`src/rtl/gpu_pkg.sv`:
```
`default_nettype none
// ---------------------------------------------------------------
// gpu_pkg : shared types and defaults for the block dispatcher
// rev 1.0
// ---------------------------------------------------------------
package gpu_pkg;

   typedef enum logic [1:0] {
      IDLE     = 2'd0,
      DISPATCH = 2'd1,
      WAIT     = 2'd2,
      DONE     = 2'd3
   } dispatch_state_t;

   localparam int DEF_THREADS_PER_BLOCK = 4;
   localparam int DEF_NUM_CORES         = 2;
   localparam int DEF_CNT_W             = 8;

   // A single core still needs a one-bit index field.
   function automatic int idx_width(input int n);
      return (n > 1) ? $clog2(n) : 1;
   endfunction

endpackage
`default_nettype wire

```
`src/rtl/block_dispatcher_free_core_picker.sv`:
```
`default_nettype none
// ---------------------------------------------------------------
// free_core_picker : lowest-index free core priority encoder
// rev 1.0
// ---------------------------------------------------------------
module free_core_picker
   import gpu_pkg::*;
#(
   parameter  int NUM_CORES = DEF_NUM_CORES,
   localparam int IDX_W     = idx_width(NUM_CORES)
) (
   input  logic [NUM_CORES-1:0] core_busy,
   output logic                 valid,
   output logic [IDX_W-1:0]     idx
);

   // Scan from the top so the lowest free index is the last one written.
   always_comb begin
      valid = 1'b0;
      idx   = '0;
      for (int i = NUM_CORES - 1; i >= 0; i--) begin
         if (!core_busy[i]) begin
            valid = 1'b1;
            idx   = IDX_W'(i);
         end
      end
   end

endmodule
`default_nettype wire

```
`src/rtl/block_dispatcher.sv`:
```
`default_nettype none
// ---------------------------------------------------------------
// block_dispatcher : splits a kernel into blocks, feeds cores, tracks retirement
// rev 1.0
// ---------------------------------------------------------------
module block_dispatcher
   import gpu_pkg::*;
#(
   parameter  int NUM_CORES         = DEF_NUM_CORES,
   parameter  int THREADS_PER_BLOCK = DEF_THREADS_PER_BLOCK,
   parameter  int CNT_W             = DEF_CNT_W,
   localparam int TW                = $clog2(THREADS_PER_BLOCK) + 1
) (
   input  logic                       clk,
   input  logic                       reset,
   input  logic                       start,
   input  logic [CNT_W-1:0]           thread_count,
   input  logic [NUM_CORES-1:0]       core_done,
   output logic [NUM_CORES-1:0]       core_start,
   output logic [NUM_CORES*CNT_W-1:0] core_block_id,
   output logic [NUM_CORES*TW-1:0]    core_block_threads,
   output logic                       busy,
   output logic                       done
);

   localparam int LOG2_TPB = $clog2(THREADS_PER_BLOCK);
   localparam int IDX_W    = idx_width(NUM_CORES);
   localparam int BLK_W    = CNT_W + 1;

   dispatch_state_t             state_q, state_d;
   logic [CNT_W-1:0]            count_q, count_d;
   logic [BLK_W-1:0]            total_q, total_d;
   logic [BLK_W-1:0]            dispatched_q, dispatched_d;
   logic [BLK_W-1:0]            retired_q, retired_d;
   logic [NUM_CORES-1:0]        core_busy_q, core_busy_d;
   logic [NUM_CORES-1:0]        core_start_q, core_start_d;
   logic [NUM_CORES*CNT_W-1:0]  block_id_q, block_id_d;
   logic [NUM_CORES*TW-1:0]     threads_q, threads_d;
   logic                        busy_q, busy_d;
   logic                        done_q, done_d;

   logic                        pick_valid;
   logic [IDX_W-1:0]            pick_idx;
   logic                        dispatch_en;
   logic                        last_block;
   logic [CNT_W-1:0]            remainder;
   logic [TW-1:0]               blk_threads;
   logic [BLK_W-1:0]            launch_blocks;

   free_core_picker #(
      .NUM_CORES (NUM_CORES)
   ) u_picker (
      .core_busy (core_busy_q),
      .valid     (pick_valid),
      .idx       (pick_idx)
   );

   // One extra bit keeps a full-range thread_count from wrapping.
   assign launch_blocks = ({1'b0, thread_count} + BLK_W'(THREADS_PER_BLOCK - 1)) >> LOG2_TPB;

   assign dispatch_en = (state_q == DISPATCH) && (dispatched_q < total_q) && pick_valid;
   assign last_block  = (dispatched_q == total_q - BLK_W'(1));
   assign remainder   = count_q & CNT_W'(THREADS_PER_BLOCK - 1);
   assign blk_threads = (last_block && (remainder != '0)) ? TW'(remainder)
                                                          : TW'(THREADS_PER_BLOCK);

   always_comb begin
      state_d      = state_q;
      count_d      = count_q;
      total_d      = total_q;
      dispatched_d = dispatched_q;
      retired_d    = retired_q;
      core_busy_d  = core_busy_q;
      core_start_d = '0;
      block_id_d   = block_id_q;
      threads_d    = threads_q;

      case (state_q)
         IDLE: begin
            if (start) begin
               if (thread_count != '0) begin
                  count_d      = thread_count;
                  total_d      = launch_blocks;
                  dispatched_d = '0;
                  retired_d    = '0;
                  core_busy_d  = '0;
                  state_d      = DISPATCH;
               end else begin
                  state_d      = DONE;
               end
            end
         end

         DISPATCH, WAIT: begin
            if (dispatch_en) begin
               dispatched_d = dispatched_q + BLK_W'(1);
            end
            // Retirement is judged against the busy mask seen at the start of the
            // cycle, so a freshly dispatched core can never be retired in the same cycle.
            for (int i = 0; i < NUM_CORES; i++) begin
               if (dispatch_en && (pick_idx == IDX_W'(i))) begin
                  core_start_d[i]                = 1'b1;
                  core_busy_d[i]                 = 1'b1;
                  block_id_d[i*CNT_W +: CNT_W]   = dispatched_q[CNT_W-1:0];
                  threads_d[i*TW +: TW]          = blk_threads;
               end
               if (core_done[i] && core_busy_q[i]) begin
                  core_busy_d[i] = 1'b0;
                  retired_d      = retired_d + BLK_W'(1);
               end
            end
            if (dispatched_d == total_q) begin
               state_d = (retired_d == total_q) ? DONE : WAIT;
            end
         end

         DONE: begin
            if (!start) begin
               state_d = IDLE;
            end
         end

         default: state_d = IDLE;
      endcase

      busy_d = (state_d == DISPATCH) || (state_d == WAIT);
      done_d = (state_d == DONE);
   end

   always_ff @(posedge clk) begin
      if (reset) begin
         state_q      <= IDLE;
         count_q      <= '0;
         total_q      <= '0;
         dispatched_q <= '0;
         retired_q    <= '0;
         core_busy_q  <= '0;
         core_start_q <= '0;
         block_id_q   <= '0;
         threads_q    <= '0;
         busy_q       <= 1'b0;
         done_q       <= 1'b0;
      end else begin
         state_q      <= state_d;
         count_q      <= count_d;
         total_q      <= total_d;
         dispatched_q <= dispatched_d;
         retired_q    <= retired_d;
         core_busy_q  <= core_busy_d;
         core_start_q <= core_start_d;
         block_id_q   <= block_id_d;
         threads_q    <= threads_d;
         busy_q       <= busy_d;
         done_q       <= done_d;
      end
   end

   assign core_start         = core_start_q;
   assign core_block_id      = block_id_q;
   assign core_block_threads = threads_q;
   assign busy               = busy_q;
   assign done               = done_q;

endmodule
`default_nettype wire
```
`config.mk`:
```
export PLATFORM = sky130hd
export DESIGN_NAME = block_dispatcher
export DESIGN_NICKNAME = d
export VERILOG_FILES = /design/src/rtl/gpu_pkg.sv /design/src/rtl/block_dispatcher_free_core_picker.sv /design/src/rtl/block_dispatcher.sv
export SDC_FILE = /design/constraint.sdc
export NUM_CORES = 1
export LEC_CHECK = 0
export BUFFER_PORTS_ARGS = -buffer_cell sky130_fd_sc_hd__buf_4
export CAP_MARGIN = 30
export CORE_AREA = 5 5 93 95
export CTS_CLUSTER_SIZE = 30
export DETAILED_ROUTE_END_ITERATION = 8
export DIE_AREA = 0 0 98 100
export GPL_TIMING_DRIVEN = 0
export PLACE_DENSITY = 0.68
export SLEW_MARGIN = 20
export SYNTH_ARGS = -nofsm -noshare
export SYNTH_HDL_FRONTEND = slang
export SYNTH_HIERARCHICAL = 1
export SYNTH_SLANG_ARGS = --single-unit
```
`constraint.sdc`:
```
create_clock -name clk -period 3.85 [get_ports clk]
set_input_delay 0.385 -clock clk [delete_from_list [all_inputs] [get_ports clk]]
set_output_delay 0.385 -clock clk [all_outputs]
set_load 0.01 [all_outputs]
```
* Yosys cells after proc, flatten, opt, wreduce, memory -nomap -nowiden
Index checks and enable logic that the tools add are counted.
Storage, ports and cells: bits of input ports 13, flip-flop bits (word level) 57, word-level logic and storage cells 84, output and inout port bits 26
Operators by class: eq/ne operators 13, add/subtract/negate cells 5, reductions and logical operators 20, $lt $le $gt $ge 1, multiplexer cells 29, bitwise gates (word level) 2
Operators with widths (count):
- two-way mux 9 bit | 8
- case mux 9 bit (2 select lines) | 2
- adder 9 x 1 -> 9 bit, second input constant | 3
- equality test 9 x 7 -> 1 bit | 2
- nonzero test 8 bit | 2
- two-way mux 2 bit | 6
- two-way mux 1 bit | 10
- adder 8 x 2 -> 9 bit, second input constant | 1
- equality test 9 bit | 1
- < comparator 9 x 7 -> 1 bit | 1
- equality test 2 bit, second input constant | 4
- AND reduction 4 bit | 2
- subtractor 7 x 1 -> 8 bit, second input constant | 1
- logical AND 1 bit | 7
- != test 3 bit, second input constant | 2
- case mux 2 bit (3 select lines) | 1
- AND reduction 3 bit | 2
- equality test 2 x 1 -> 1 bit, second input constant | 2
- != test 2 bit, second input constant | 2
- case mux 2 bit (2 select lines) | 1
- AND reduction 2 bit | 2
- OR reduction 2 bit | 2
- two-way mux 3 bit | 1
- logical NOT 2 bit | 1
- other kinds (3) | 4

* Longest topological paths before layout
depth in word-level cells 12, gate-level depth with buffers 15, gate-level depth less buffers 14

* Cells and area by module
Netlist, hierarchy kept.
By module, submodules not included:
- block_dispatcher | seq. area each 1141.1 um^2, area an instance 3701.0 um^2, cells an instance 470, instances 1
- free_core_picker | seq. area each 0.0 um^2, area an instance 17.5 um^2, cells an instance 2, instances 1

* Worst setup path before layout
OpenSTA, ideal clock, no wires.
path kind reg-to-reg, start point reg retired_q[1], end point reg busy_q, in the netlist busy, required time 3.723 ns, path slack 0.602 ns, library setup time 0.127 ns, data arrival time 3.121 ns, clock period less this slack 3.248 ns, buffers on the path 1, cell stages (with the launch flop) 15, cell sequence dfxtp_1 -> ha_1 -> and3_2 -> nor2_1 -> inv_1 -> ha_1 -> and3_1 -> clkbuf_1 -> o311a_1 -> a211o_2 -> a2111oi_2 -> nand4_1 -> a21oi_1 -> ha_1 -> nor2b_1
On the way: word-level cells in the longest chain between the ends 12, elaborated cells on any way between the ends 13, classes of those cells 2 x add/sub; 3 x eq/ne; 7 x mux; 1 x reduce/logical
RTL lines:
- from (decl) | line block_dispatcher.sv:34 | logic [BLK_W-1:0] retired_q, retired_d;
- from (signal assigned) | line block_dispatcher.sv:148 | retired_q <= retired_d;
- adder 9 x 1 -> 9 bit | line block_dispatcher.sv:109 | retired_d = retired_d + BLK_W'(1);
- two-way mux 9 bit * | line block_dispatcher.sv:107 | if (core_done[i] && core_busy_q[i]) begin
- two-way mux 9 bit * | line block_dispatcher.sv:78 | case (state_q)
- adder 9 x 1 -> 9 bit | line block_dispatcher.sv:109
- two-way mux 9 bit * | line block_dispatcher.sv:107
- two-way mux 9 bit * | line block_dispatcher.sv:78
- equality test 9 x 7 -> 1 bit * | line block_dispatcher.sv:113 | state_d = (retired_d == total_q) ? DONE : WAIT;
- two-way mux 1 bit * | line block_dispatcher.sv:113
- two-way mux 2 bit * | line block_dispatcher.sv:112 | if (dispatched_d == total_q) begin
- case mux 2 bit (3 select lines) * | line block_dispatcher.sv:78
- equality test 2 x 1 -> 1 bit / equality test 2 bit (equally long branches) | line block_dispatcher.sv:126 | busy_d = (state_d == DISPATCH) || (state_d == WAIT);
- logical OR 1 bit * | line block_dispatcher.sv:126
- named net busy_d | line block_dispatcher.sv:39 | logic busy_q, busy_d;
- to (signal assigned) | line block_dispatcher.sv:153 | busy_q <= busy_d;
- to (decl) | line block_dispatcher.sv:39
The timed path passes the listed nets; every way through them passes the cells marked *. The select of a mux whose other input is x is not followed. A chain may end at the register's enable or synchronous reset.

* Worst setup path in the final report
start point reg total_q[4], end point reg busy_q, in the netlist busy
On the way: word-level cells in the longest chain between the ends 10, elaborated cells on any way between the ends 13, classes of those cells 1 x order compare; 4 x eq/ne; 5 x mux; 3 x reduce/logical
RTL lines:
- from (decl) | line block_dispatcher.sv:32 | logic [BLK_W-1:0] total_q, total_d;
- from (signal assigned) | line block_dispatcher.sv:146 | total_q <= total_d;
- < comparator 9 x 7 -> 1 bit | line block_dispatcher.sv:61 | assign dispatch_en = (state_q == DISPATCH) && (dispatched_q < total_q) && pick_valid;
- logical AND 1 bit (2 in series) | line block_dispatcher.sv:61
- two-way mux 9 bit | line block_dispatcher.sv:95 | if (dispatch_en) begin
- two-way mux 9 bit | line block_dispatcher.sv:78
- equality test 9 x 7 -> 1 bit | line block_dispatcher.sv:112
- two-way mux 2 bit * | line block_dispatcher.sv:112
- case mux 2 bit (3 select lines) * | line block_dispatcher.sv:78
- equality test 2 x 1 -> 1 bit / equality test 2 bit (equally long branches) | line block_dispatcher.sv:126
- logical OR 1 bit * | line block_dispatcher.sv:126
- named net busy_d | line block_dispatcher.sv:39
Marked as above.

==> run metrics <==
status complete, no violations; Syn Nets 500; WL per Instance 15.8 um; drt first-iter violations 186; count of final setup violators 0; CP Capture Type flip-flop; cells after synthesis 472; post-route cell area 4320 um^2; reg2reg start total_q[4]$_SDFFE_PP0P_; clk_skew 0.00887 ns; startpoint types flip-flop; Mapped Area 3720 um^2; Synth Register Bits 57; Synth cell types 78; iteration count of the initial detailed-routing pass 4; combinational share of power a little under two fifths; ANT cells 0; crit path DAT 3.83 ns; total number of yosys warnings 6; first-pass GRT wire length 16,400 um; ys async rst share 0%; initial antenna violation count 0; Worst Path Max Fanout 7; Power Density 438 nW/um^2; DIE HEIGHT 100 um; Clock Power Share 27.7%; Area Overhead vs Synth 16.1%; Hold Path Class input pin to flip-flop; postcts setup bufs 0; WL final 9880 um; Placer Congestion 0.908; fin. max-slew vios 0; largest net degree at the start of global routing 12; Routed Antenna Nets 0; Post-synth EDFFs 0; Setup Crit Path Kind flip-flop to flip-flop; Req. time, crit path around 4.1 ns; num ports 39; Worst R2R Path Depth 12; WHS Endpoint count_q[0]$_SDFFE_PP0P_; Hold Path Depth 3; Seq/Total Area, Yosys 30.7%; syn_area_per_cell 7.88 um^2; final hold vios 0; Starting Density 48.6%; dpl cell area 4120 um^2; buffers added on ports 37; fmax 277 MHz; Worst IR Drop VDD roughly 220 uV; max_cap viols 0; Clock transition at path regs approximately 0.07 ns; RSZ-0062 raised after global routing no; post-route minimum period 3.60 ns; gr ovfl total 0; Seq pwr share 34.5%; switching power roughly 740 uW; vias approximately 3,500; Cell Rows 32; clock sinks 57; vias per cell roughly 5.6; global router's overall resource usage 20.8%; CTS H-tree lvls 3; setup TNS 0 ns; TritonCTS Buffers 9; die width 98 um; drt drc 0; layout net count between 500 and 600; TritonCTS clock tree yes; root buffer cell clkbuf_8; Leakage Power 0.00171 uW; CORE AREA 7650 um^2; dpl hpwl 7500 um; Slew headroom 54.6%; period utilisation layout between 90% and 100%; FF-to-FF setup slack 0.25 ns; R2R Path End busy$_SDFF_PP0_; Hold Startpoint thread_count[0]; CTS max path bufs 2; die area 9800 um^2; layout cells sized above 1 16.4%; vias in the first global route 3,309; actual slew at the worst max-slew pin 0.681 ns; cell-internal power between 1000 and 1500 uW; Sw Ratio 39.0%; Skew-Pair Late Insertion Delay 0.35 ns; Synth Flop Type dfxtp_1
==> sequential cells by signal (all words and copies together), names as in the netlist, 2 cells and up <==
signal and cells:
dispatched_q 9, total_q 7, core_block_threads 6, core_busy_q 2
retired_q 9, state_q 2, count_q 2, core_start 2
core_block_id 16
==> cell usage after synthesis (3+ instances only) <==
cell type | count | area, um^2
nand2_1 | 73 | 274
dfxtp_1 | 57 | 1140
nor2_1 | 39 | 146
a21oi_1 | 36 | 180
clkbuf_1 | 25 | 93.8
xnor2_1 | 20 | 175
nor3_1 | 17 | 85.1
ha_1 | 15 | 188
inv_1 | 15 | 56.3
o21ai_0 | 15 | 75.1
xor2_1 | 15 | 131
nand3_1 | 10 | 50.1
nand4_1 | 8 | 50.1
o21ai_1 | 8 | 40.0
a211oi_1 | 6 | 45.0
nor3b_1 | 6 | 45.0
a31oi_1 | 5 | 31.3
and2_1 | 5 | 31.3
and3_1 | 5 | 31.3
nor2b_1 | 5 | 31.3
nor4_1 | 4 | 25.0
o211ai_1 | 4 | 30.0
o31ai_1 | 4 | 30.0
buf_2 | 3 | 15.0
mux2i_1 | 3 | 30.0
or3_1 | 3 | 18.8
or4_1 | 3 | 22.5
==> layer usage <==
metal	wire length (um)	GRT usage (%)	part of all wire [%]
met4	108	6.07	1.1
met3	551	4.24	5.6
met5	0	0	0
met1	4740	28.2	48
met2	4480	33.7	45
==> worst max-delay path, cell delays in order (launching register included) <==
cell and delay (ns):
dfxtp_1 0.31, clkbuf_1 0.35, inv_1 0.14, ha_1 0.34, a21oi_1 0.22, o211ai_1 0.20, nor4_2 0.42, mux2_1 0.36
a211oi_1 0.37, a41oi_1 0.25, a21oi_1 0.18, ha_1 0.24, nor2b_1 0.12
==> placed cells by master, fill, tap and decap left out, types with 17 or more instances in the layout <==
cell / synthesis / routed
a21oi_1: 36 / 36
buf_4: 2 / 39
clkbuf_1: 25 / 24
dfxtp_1: 57 / 57
nand2_1: 73 / 73
nor2_1: 39 / 38
nor3_1: 17 / 17
xnor2_1: 20 / 19
==> power by group through the flow <==
stage / Sequential [uW] / Combinational [uW] / Clock [uW]
global placement: 664 / 700 / 0
finish: 652 / 716 / 523
CTS: 651 / 713 / 532
detailed placement: 665 / 709 / 0
floorplan: 661 / 532 / 0
global route: 655 / 800 / 562
==> cell families (layout without fill, tap and decap cells) <==
logic type / count (synthesis) / after routing / synth area share (%)
AO/OA/AOI/OAI: 110 / 110 / 20.1
adder cells (fa/ha/maj): 15 / 15 / 5.05
multiplexers: 4 / 4 / 1.11
buffers and inverters: 49 / 101 / 6.19
flip-flops: 57 / 57 / 30.7
AND/OR/NAND/NOR: 200 / 200 / 27.4
XOR/XNOR: 37 / 37 / 9.45
==> how the worst max path moves through the flow <==
stage | from | cells after the start | endpoint
after floorplan | retired_q[1]$_SDFFE_PP0P_ | 14 | busy$_SDFF_PP0_
after global placement | total_q[6]$_SDFFE_PP0P_ | 12 | busy$_SDFF_PP0_
final | total_q[4]$_SDFFE_PP0P_ | 12 | busy$_SDFF_PP0_
after global routing | total_q[1]$_SDFFE_PP0P_ | 12 | busy$_SDFF_PP0_
after CTS | total_q[6]$_SDFFE_PP0P_ | 12 | busy$_SDFF_PP0_
after detailed placement | total_q[6]$_SDFFE_PP0P_ | 12 | busy$_SDFF_PP0_
==> through the flow <==
step | hold slack (ns) | util [%] | power, uW | worst slack, ns | cells
2_1_floorplan | 0.445 | - | 1190 | 0.602 | 472
3_3_place_gp | 0.445 | 53.9 | 1360 | 0.100 | 611
3_5_place_dp | 0.447 | 53.9 | 1370 | 0.0761 | 611
4_1_cts | 0.299 | 56.3 | 1900 | 0.0584 | 627
5_1_grt | 0.325 | 56.4 | 2020 | 0.00359 | 626
6_report | 0.300 | 56.4 | 1890 | 0.245 | 626
==> what timing repair did <==
action,4_1_cts,5_1_grt
endpoints found under the setup margin,0,2
hold endpoints to repair,0,0
resized for setup,0,3
hold buffers,0,0
==> area by class of cell <==
| type | count | area [um^2] |
|---|---|---|
| Tap cell | 102 | 128 |
| Clock inverter | 6 | 42.5 |
| Sequential cell | 57 | 1140 |
| Clock buffer | 10 | 138 |
| Fill cell | 739 | 3330 |
| Multi-Input combinational cell | 366 | 2360 |
| Buffer | 33 | 170 |
| Timing Repair Buffer | 37 | 278 |
| Inverter | 15 | 56.3 |
No activity file was read; power rests on OpenSTA's default activity.
